[src/rtl/piso_serializer.sv]
// Parallel-in, serial-out shift register with valid/ready load.
// Streams MSB-bit words MSB- or LSB-first, gapless when reloaded.
module piso_serializer #(
  parameter int MSB = 4
) (
  input  logic           clk,
  input  logic           rst,
  input  logic           load_valid,
  output logic           load_ready,
  input  logic [MSB-1:0] load_data,
  input  logic           direction,
  input  logic           en,
  output logic           sout,
  output logic           sout_valid,
  output logic           frame_start,
  output logic           done
);

  localparam int CW = (MSB > 2) ? $clog2(MSB) : 1;
  localparam logic [CW-1:0] CNT_TOP = CW'(MSB - 1);

  typedef enum logic {
    IDLE,
    SHIFT
  } state_e;

  state_e         state_q, state_d;
  logic [MSB-1:0] sreg_q, sreg_d;
  logic [CW-1:0]  cnt_q, cnt_d;
  logic           dir_q, dir_d;
  logic           done_q, done_d;
  logic           fire;
  logic           consume;

  // Output decode from registered state; load_ready also looks at en
  always_comb begin
    sout_valid  = (state_q == SHIFT);
    sout        = 1'b0;
    frame_start = 1'b0;
    load_ready  = 1'b0;
    if (state_q == SHIFT) begin
      sout        = dir_q ? sreg_q[0] : sreg_q[MSB-1];
      frame_start = (cnt_q == CNT_TOP);
      load_ready  = (cnt_q == '0) && en;
    end else begin
      load_ready  = 1'b1;
    end
    done = done_q;
  end

  // Next-state: consume a bit, then let a same-edge load override
  always_comb begin
    state_d = state_q;
    sreg_d  = sreg_q;
    cnt_d   = cnt_q;
    dir_d   = dir_q;
    done_d  = 1'b0;
    fire    = load_valid && load_ready;
    consume = (state_q == SHIFT) && en;
    case (state_q)
      SHIFT: begin
        if (consume) begin
          if (dir_q) begin
            sreg_d = {1'b0, sreg_q[MSB-1:1]};
          end else begin
            sreg_d = {sreg_q[MSB-2:0], 1'b0};
          end
          if (cnt_q == '0) begin
            done_d  = 1'b1;
            state_d = IDLE;
          end else begin
            cnt_d = cnt_q - CW'(1);
          end
        end
      end
      default: begin
        state_d = IDLE;
      end
    endcase
    if (fire) begin
      sreg_d  = load_data;
      dir_d   = direction;
      cnt_d   = CNT_TOP;
      state_d = SHIFT;
    end
  end

  // State registers with synchronous reset
  always_ff @(posedge clk) begin
    if (rst) begin
      state_q <= IDLE;
      sreg_q  <= '0;
      cnt_q   <= '0;
      dir_q   <= 1'b0;
      done_q  <= 1'b0;
    end else begin
      state_q <= state_d;
      sreg_q  <= sreg_d;
      cnt_q   <= cnt_d;
      dir_q   <= dir_d;
      done_q  <= done_d;
    end
  end

endmodule

[config.mk]
export PLATFORM = sky130hd
export DESIGN_NAME = piso_serializer
export DESIGN_NICKNAME = d
export VERILOG_FILES = /design/src/rtl/piso_serializer.sv
export SDC_FILE = /design/constraint.sdc
export NUM_CORES = 1
export LEC_CHECK = 0
export CORE_AREA = 3 3 41 43
export CTS_CLUSTER_SIZE = 28
export DETAILED_ROUTE_END_ITERATION = 8
export DIE_AREA = 0 0 44 46
export PLACE_DENSITY_LB_ADDON = 0.05
export REMOVE_ABC_BUFFERS = 1
export SETUP_SLACK_MARGIN = 0.3
export SLEW_MARGIN = 20
export SYNTH_ARGS = -nofsm -noshare
export SYNTH_HDL_FRONTEND = slang
export SYNTH_SLANG_ARGS = --single-unit
[constraint.sdc]
create_clock -name clk -period 1.5 [get_ports clk]
set_clock_uncertainty 0.2 [all_clocks]
set_input_delay 0.3 -clock clk [delete_from_list [all_inputs] [get_ports clk]]
set_output_delay 0.3 -clock clk [all_outputs]
set_load 0.01 [all_outputs]
==> results.yml, run 1 <==
critical_path:
  crit_type: "register to output port"
  cp_top_family: "flip-flops"
  crit_slowest_cell: "dfxtp_2"
  crit_required_ns: 1.00
  cp-start-kind: "register"
  slowest_delay_ns: 0.34
  cp.buffers_inverters: 3
  r2r_start: "cnt_q[0]"
  end_kind: "output port"
  crit_start: "cnt_q[0]"
  arrival_ns: 1.16
  critPathMaxFanout: 2
  path_cells: "inv_2, ha_4, a21boi_4, inv_4, buf_6"
finish:
  fillers: 96
  post-route-util: 0.759
  final-seq-area_um2: 188
  final_area_um2: 1010
  syn_to_final_growth_pct: 82.2
  n_antenna_cell: 0
  drive_gt1_frac: 0.642
  fin_nets: 107
  multi_input_area_um2: 428
logic_synthesis:
  syn_area_um2: 556
  synthFlopType: "dfxtp_1"
  yosysUniqueCellTypes: 24
  synth_top_area_frac: 0.324
  yosysMostFrequentCell: "dfxtp_1"
  synth_top_cells_by_count: "dfxtp_1, a21oi_1, inv_1"
  seq_area_frac_synth: 0.324
  yosysTopAreaCell: "dfxtp_1"
  synthTopCellsByArea: "dfxtp_1, a2111oi_2, nand3b_1"
  syn_area_per_cell_um2: 10.1
  synth-edff-count: 0
  async_flop_share: 0
  yosys_warnings: 0
  syn-instance-count: 55
  synth_seq_cells: 9
timing:
  period_share: 1.10
  relSlewSlack: 0.789
  finalMaxSlewViolations: 0
  worst_slack_ns: -0.155
  hold_viol_final: 0
  period_minus_slack_ns: 1.66
  setup_violations: 6
  clock.fmax_mhz: 604
  worst_pin_slew_ns: 0.314
  grt_setup_unrepaired: "yes"
detailed_routing:
  vias_per_cell: 5.34
  drc: 0
  drtAntennaViolNets: 0
  post_drt_wl_per_cell_um: 14.6
  wl_mm: 1.61
  num_vias: 587
  drt_iter0_drc: 12
  dr.pass1.iters: 4
floorplanning:
  core_um2: 1330
  dieArea_um2: 2020
  die_w_um: 44
  fp.dieH_um: 46
  initial_core_util: 0.417
  num_rows: 13
  io_pins: 14
place:
  place.gp.congestion: 0.872
  placed_cell_area_um2: 810
  port_buffers: 13
  hpwl_mm: 1.02
power_and_ir_drop:
  leakagePower_nw: 0.429
  pwr-share-seq: 0.357
  pwr_density_cell_nw_per_um2: 768
  internal_power_uw: 539
  switching_share: 0.306
  irDropWorstVdd_mv: 0.384
  power_frac_comb: 0.400
  netSwitchingPower_uw: 238
  clkPwrFrac: 0.243
run_status:
  status: "finished, violations left"
  violations: "negative setup slack"
global_routing:
  grt.met1_usage: 0.187
  use_met2: 0.326
  grt_busiest_layer: "met2"
  grt_max_degree: 9
  overflow: 0
  grt_antenna_before_repair: 0
  grt_pass1_vias: 593
  grt.met3_usage: 0.0395
  grt_use_total: 0.173
  grt_pass1_wl_mm: 2.54
min_path:
  min_from: "rst"
  hold_path.class: "input pin to register"
job:
  cap_violations: 0
clock_network:
  cts-buffers-inserted: 3
  clk_pin_slew_ns: 0.07
  cts_sinks: 9
  cts_tree: "done"
  clk_path_buf_depth: 2
  cts_max_level: 1
  clock_latency_ns: 0.26
  cts-root-buf: "clkbuf_4"
  hold_buffers: 0
path summary, 6_finish.rpt:
kind           endpoint  slack (ns)  depth (start not counted)
max reg2reg   sreg_q[1]       -0.09                          7
min reg2reg   sreg_q[1]        0.36                          2
max          load_ready       -0.16                          5
min          sout_valid        0.30                          2
stage by stage:
| stage | hold WS [ns] | total power, mW | worst slack (ns) | instances | setup TNS, ns |
|---|---|---|---|---|---|
| detailed placement | 0.321 | 0.498 | -0.500 | 97 | -3.16 |
| finish | 0.305 | 0.777 | -0.155 | 110 | -0.515 |
| global route | 0.325 | 0.818 | -0.214 | 110 | -0.961 |
| CTS | 0.294 | 0.751 | -0.160 | 107 | -0.647 |
| floorplan | 0.169 | 0.382 | -0.113 | 53 | -0.373 |
| global placement | 0.314 | 0.495 | -0.500 | 97 | -3.04 |
metal layers:
metal,share of wire,vias to the layer above
met1,0.41,280
met2,0.54,18
met3,0.043,2
li1,-,287
met4,0.0043,0
met5,0,-
sequential cells by signal, summed over array words and instances (netlist names):
name	count
sreg_q	4
cnt_q	2
dir_q	1
done	1
sout_valid	1
area by class of cell:
class,instances,area share
clock buffers,4,0.0260
repair buffers,38,0.323
inverters,6,0.0247
well taps,15,0.0185
flip-flops and latches,9,0.185
multi-input cells,38,0.423
cells in the final DEF, fill, tap and decap left out, types with 3 or more instances in the layout:
cell,n
buf_4,20
buf_6,8
dfxtp_1,5
clkdlybuf4s50_1,5
nand3b_1,4
nor3_1,4
inv_2,3
a221oi_2,3
a21oi_1,3
clkbuf_4,3
dfxtp_2,3
dlygate4sd2_1,3
cell families after synthesis:
logic type	synth area share
buffers and inverters	0.0721
adder cells (fa/ha/maj)	0.0450
AND/OR/NAND/NOR	0.221
AO/OA/AOI/OAI	0.279
flip-flops	0.324
multiplexers	0.0586
power groups by stage:
stage	sequential, mW	clock, mW	combinational (mW)
after global routing	0.280	0.208	0.330
after detailed placement	0.279	0	0.220
final	0.278	0.189	0.311
after CTS	0.276	0.195	0.280
after global placement	0.279	0	0.216
after floorplan	0.284	0	0.0985
timing repair:
action,CTS,global route
pin swaps,10,4
gates resized for setup,52,5
endpoints found under the hold margin,0,0
buffers inserted,6,3
endpoints found under the setup margin,14,14
(Power assumes the default switching activity.)
==> inputs of run 2 (changes only) <==
--- a/config.mk
+++ b/config.mk
@@ -5,10 +5,10 @@
 export SDC_FILE = /design/constraint.sdc
 export NUM_CORES = 1
 export LEC_CHECK = 0
-export CORE_AREA = 3 3 41 43
+export CORE_AREA = 2 2 40 42
 export CTS_CLUSTER_SIZE = 28
 export DETAILED_ROUTE_END_ITERATION = 8
-export DIE_AREA = 0 0 44 46
+export DIE_AREA = 0 0 42 44
 export PLACE_DENSITY_LB_ADDON = 0.05
 export REMOVE_ABC_BUFFERS = 1
 export SETUP_SLACK_MARGIN = 0.3
==> run 2 against run 1 <==
The run still ends with negative setup slack left. Die area fell by 8.7%. Critical path type unchanged. Wire length shrank 11%. Core utilization is 6.8 points lower. Setup slack worse by 0.0027 ns. Cell count down 0.91%. Critical endpoint unchanged. Sequential share of layout area is 0.59 points higher. Count of clock-buffer cells in the layout stayed put.
==> results.yml, run 2 (synthesized netlist as in run 1, its figures left out) <==
min_path:
  worstHoldPathCells: 2
  min_from: "sreg_q[2]"
  hold_path.class: "register to register"
  holdPathEnd: "sreg_q[2]"
timing:
  worst_slack_ns: -0.158
  setup_violations: 8
  setup_tns_ns: -0.635
  period_minus_slack_ns: 1.66
  period_share: 1.11
  worst_pin_slew_ns: 0.269
  finalMaxSlewViolations: 0
  clock.fmax_mhz: 603
  relSlewSlack: 0.820
  grt_setup_unrepaired: "yes"
  hold_viol_final: 0
run_status:
  status: "finished, violations left"
  violations: "negative setup slack"
critical_path:
  reg2reg_to: "sreg_q[0]"
  critPathMaxFanout: 2
  crit_type: "register to output port"
  r2r_slack_ns: -0.11
  cp-start-kind: "register"
  slowest_delay_ns: 0.34
  crit_required_ns: 1.00
  crit_slowest_cell: "dfxtp_2"
  r2r_cells: 7
  end_kind: "output port"
  r2r_start: "cnt_q[1]"
  path_cells: "inv_2, ha_4, a21boi_4, inv_4, buf_6"
  arrival_ns: 1.16
global_routing:
  grt_pass1_wl_mm: 2.37
  grt_antenna_before_repair: 0
  overflow: 0
  grt_pass1_vias: 550
  grt_use_total: 0.177
  grt_max_degree: 7
place:
  port_buffers: 13
  hpwl_mm: 1.01
  place.gp.congestion: 0.799
floorplanning:
  initial_core_util: 0.392
  num_rows: 14
  io_pins: 14
  fp.dieH_um: 44
  dieArea_um2: 1850
  core_um2: 1420
  die_w_um: 42
detailed_routing:
  dr.pass1.iters: 4
  wl_mm: 1.44
  vias_per_cell: 5.13
  drtAntennaViolNets: 0
  drt_iter0_drc: 4
  post_drt_wl_per_cell_um: 13.2
  num_vias: 559
  drc: 0
job:
  cap_violations: 0
clock_network:
  clock_latency_ns: 0.27
  cts-buffers-inserted: 3
  clk_path_buf_depth: 2
  cts_sinks: 9
  cts_max_level: 1
  clk_pin_slew_ns: 0.06
  cts_tree: "done"
  hold_buffers: 0
  cts-root-buf: "clkbuf_4"
finish:
  syn_to_final_growth_pct: 76.6
  layout_common_cells: "buf_4, buf_6, clkdlybuf4s50_1"
  final_common_cell: "buf_4"
  post-route-util: 0.691
  reg.largest.list: "sreg_q (4), cnt_q (2)"
  drive_gt1_frac: 0.602
  n_antenna_cell: 0
  largest_register_ffs: 4
  fillers: 123
  fin_nets: 105
  top_register: "sreg_q"
power_and_ir_drop:
  irDropWorstVdd_mv: 0.556
  pwr_density_cell_nw_per_um2: 775
  leakagePower_nw: 0.414
-- run 2: routing by layer --
layer / GRT usage / part of all wire / up-vias
li1: - / - / 283
met1: 0.196 / 0.44 / 259
met2: 0.303 / 0.49 / 13
met3: 0.0417 / 0.040 / 4
met4: 0.116 / 0.024 / 0
met5: 0 / 0 / -
-- run 2: how the worst max path moves through the flow --
stage,start,to,slack [ns],cells after the start
final,cnt_q[1],load_ready,-0.16,5
after global routing,cnt_q[0],load_ready,-0.21,5
after CTS,cnt_q[1],load_ready,-0.16,5
after detailed placement,en,load_ready,-0.50,4
after global placement,en,load_ready,-0.50,4
after floorplan,cnt_q[0],sreg_q[1],-0.11,6
-- run 2: worst max-delay path, delay by kind of cell (launching register included) --
kind | cells | cell delay, ns
AO/OA/AOI/OAI | 1 | 0.17
adder cells (fa/ha/maj) | 1 | 0.16
buffers and inverters | 3 | 0.20
flip-flops | 1 | 0.34
-- run 2: metrics by stage --
| step | cell area (um^2) | total power [mW] | hold slack, ns | instances | setup slack, ns |
|---|---|---|---|---|---|
| after floorplan | 541 | 0.382 | 0.169 | 53 | -0.113 |
| after global placement | 811 | 0.496 | 0.314 | 98 | -0.495 |
| after detailed placement | 811 | 0.497 | 0.317 | 98 | -0.503 |
| after CTS | 912 | 0.736 | 0.347 | 106 | -0.163 |
| after global routing | 981 | 0.807 | 0.352 | 109 | -0.211 |
| final | 981 | 0.761 | 0.354 | 109 | -0.158 |
-- run 2: what timing repair did --
| action | CTS | global route |
|---|---|---|
| pin swaps | 7 | 4 |
| gates resized for setup | 44 | 10 |
| buffers inserted | 4 | 3 |
| endpoints found under the setup margin | 14 | 14 |
| hold endpoints to repair | 0 | 0 |
-- run 2: where the power goes --
| group | internal, mW | switching [mW] |
|---|---|---|
| clock | 0.103 | 0.0918 |
| combinational | 0.171 | 0.117 |
| sequential | 0.260 | 0.0179 |
-- run 2: layout make-up --
type	instances	area (um^2)	share of cell area
Timing Repair Buffer	36	324	0.330
Tap cell	16	20.0	0.0204
Clock buffer	4	26.3	0.0268
Multi-Input combinational cell	38	398	0.406
Inverter	6	25.0	0.0255
Sequential cell	9	188	0.191
==> inputs of run 3 (changes only) <==
--- a/config.mk
+++ b/config.mk
@@ -5,14 +5,16 @@
 export SDC_FILE = /design/constraint.sdc
 export NUM_CORES = 1
 export LEC_CHECK = 0
+export CAP_MARGIN = 20
 export CORE_AREA = 2 2 40 42
 export CTS_CLUSTER_SIZE = 28
 export DETAILED_ROUTE_END_ITERATION = 8
 export DIE_AREA = 0 0 42 44
+export GPL_ROUTABILITY_DRIVEN = 0
 export PLACE_DENSITY_LB_ADDON = 0.05
 export REMOVE_ABC_BUFFERS = 1
 export SETUP_SLACK_MARGIN = 0.3
-export SLEW_MARGIN = 20
+export SLEW_MARGIN = 10
 export SYNTH_ARGS = -nofsm -noshare
 export SYNTH_HDL_FRONTEND = slang
 export SYNTH_SLANG_ARGS = --single-unit
==> results of run 3 <==
Final layout, timing and power as in run 2 (identical DEF).
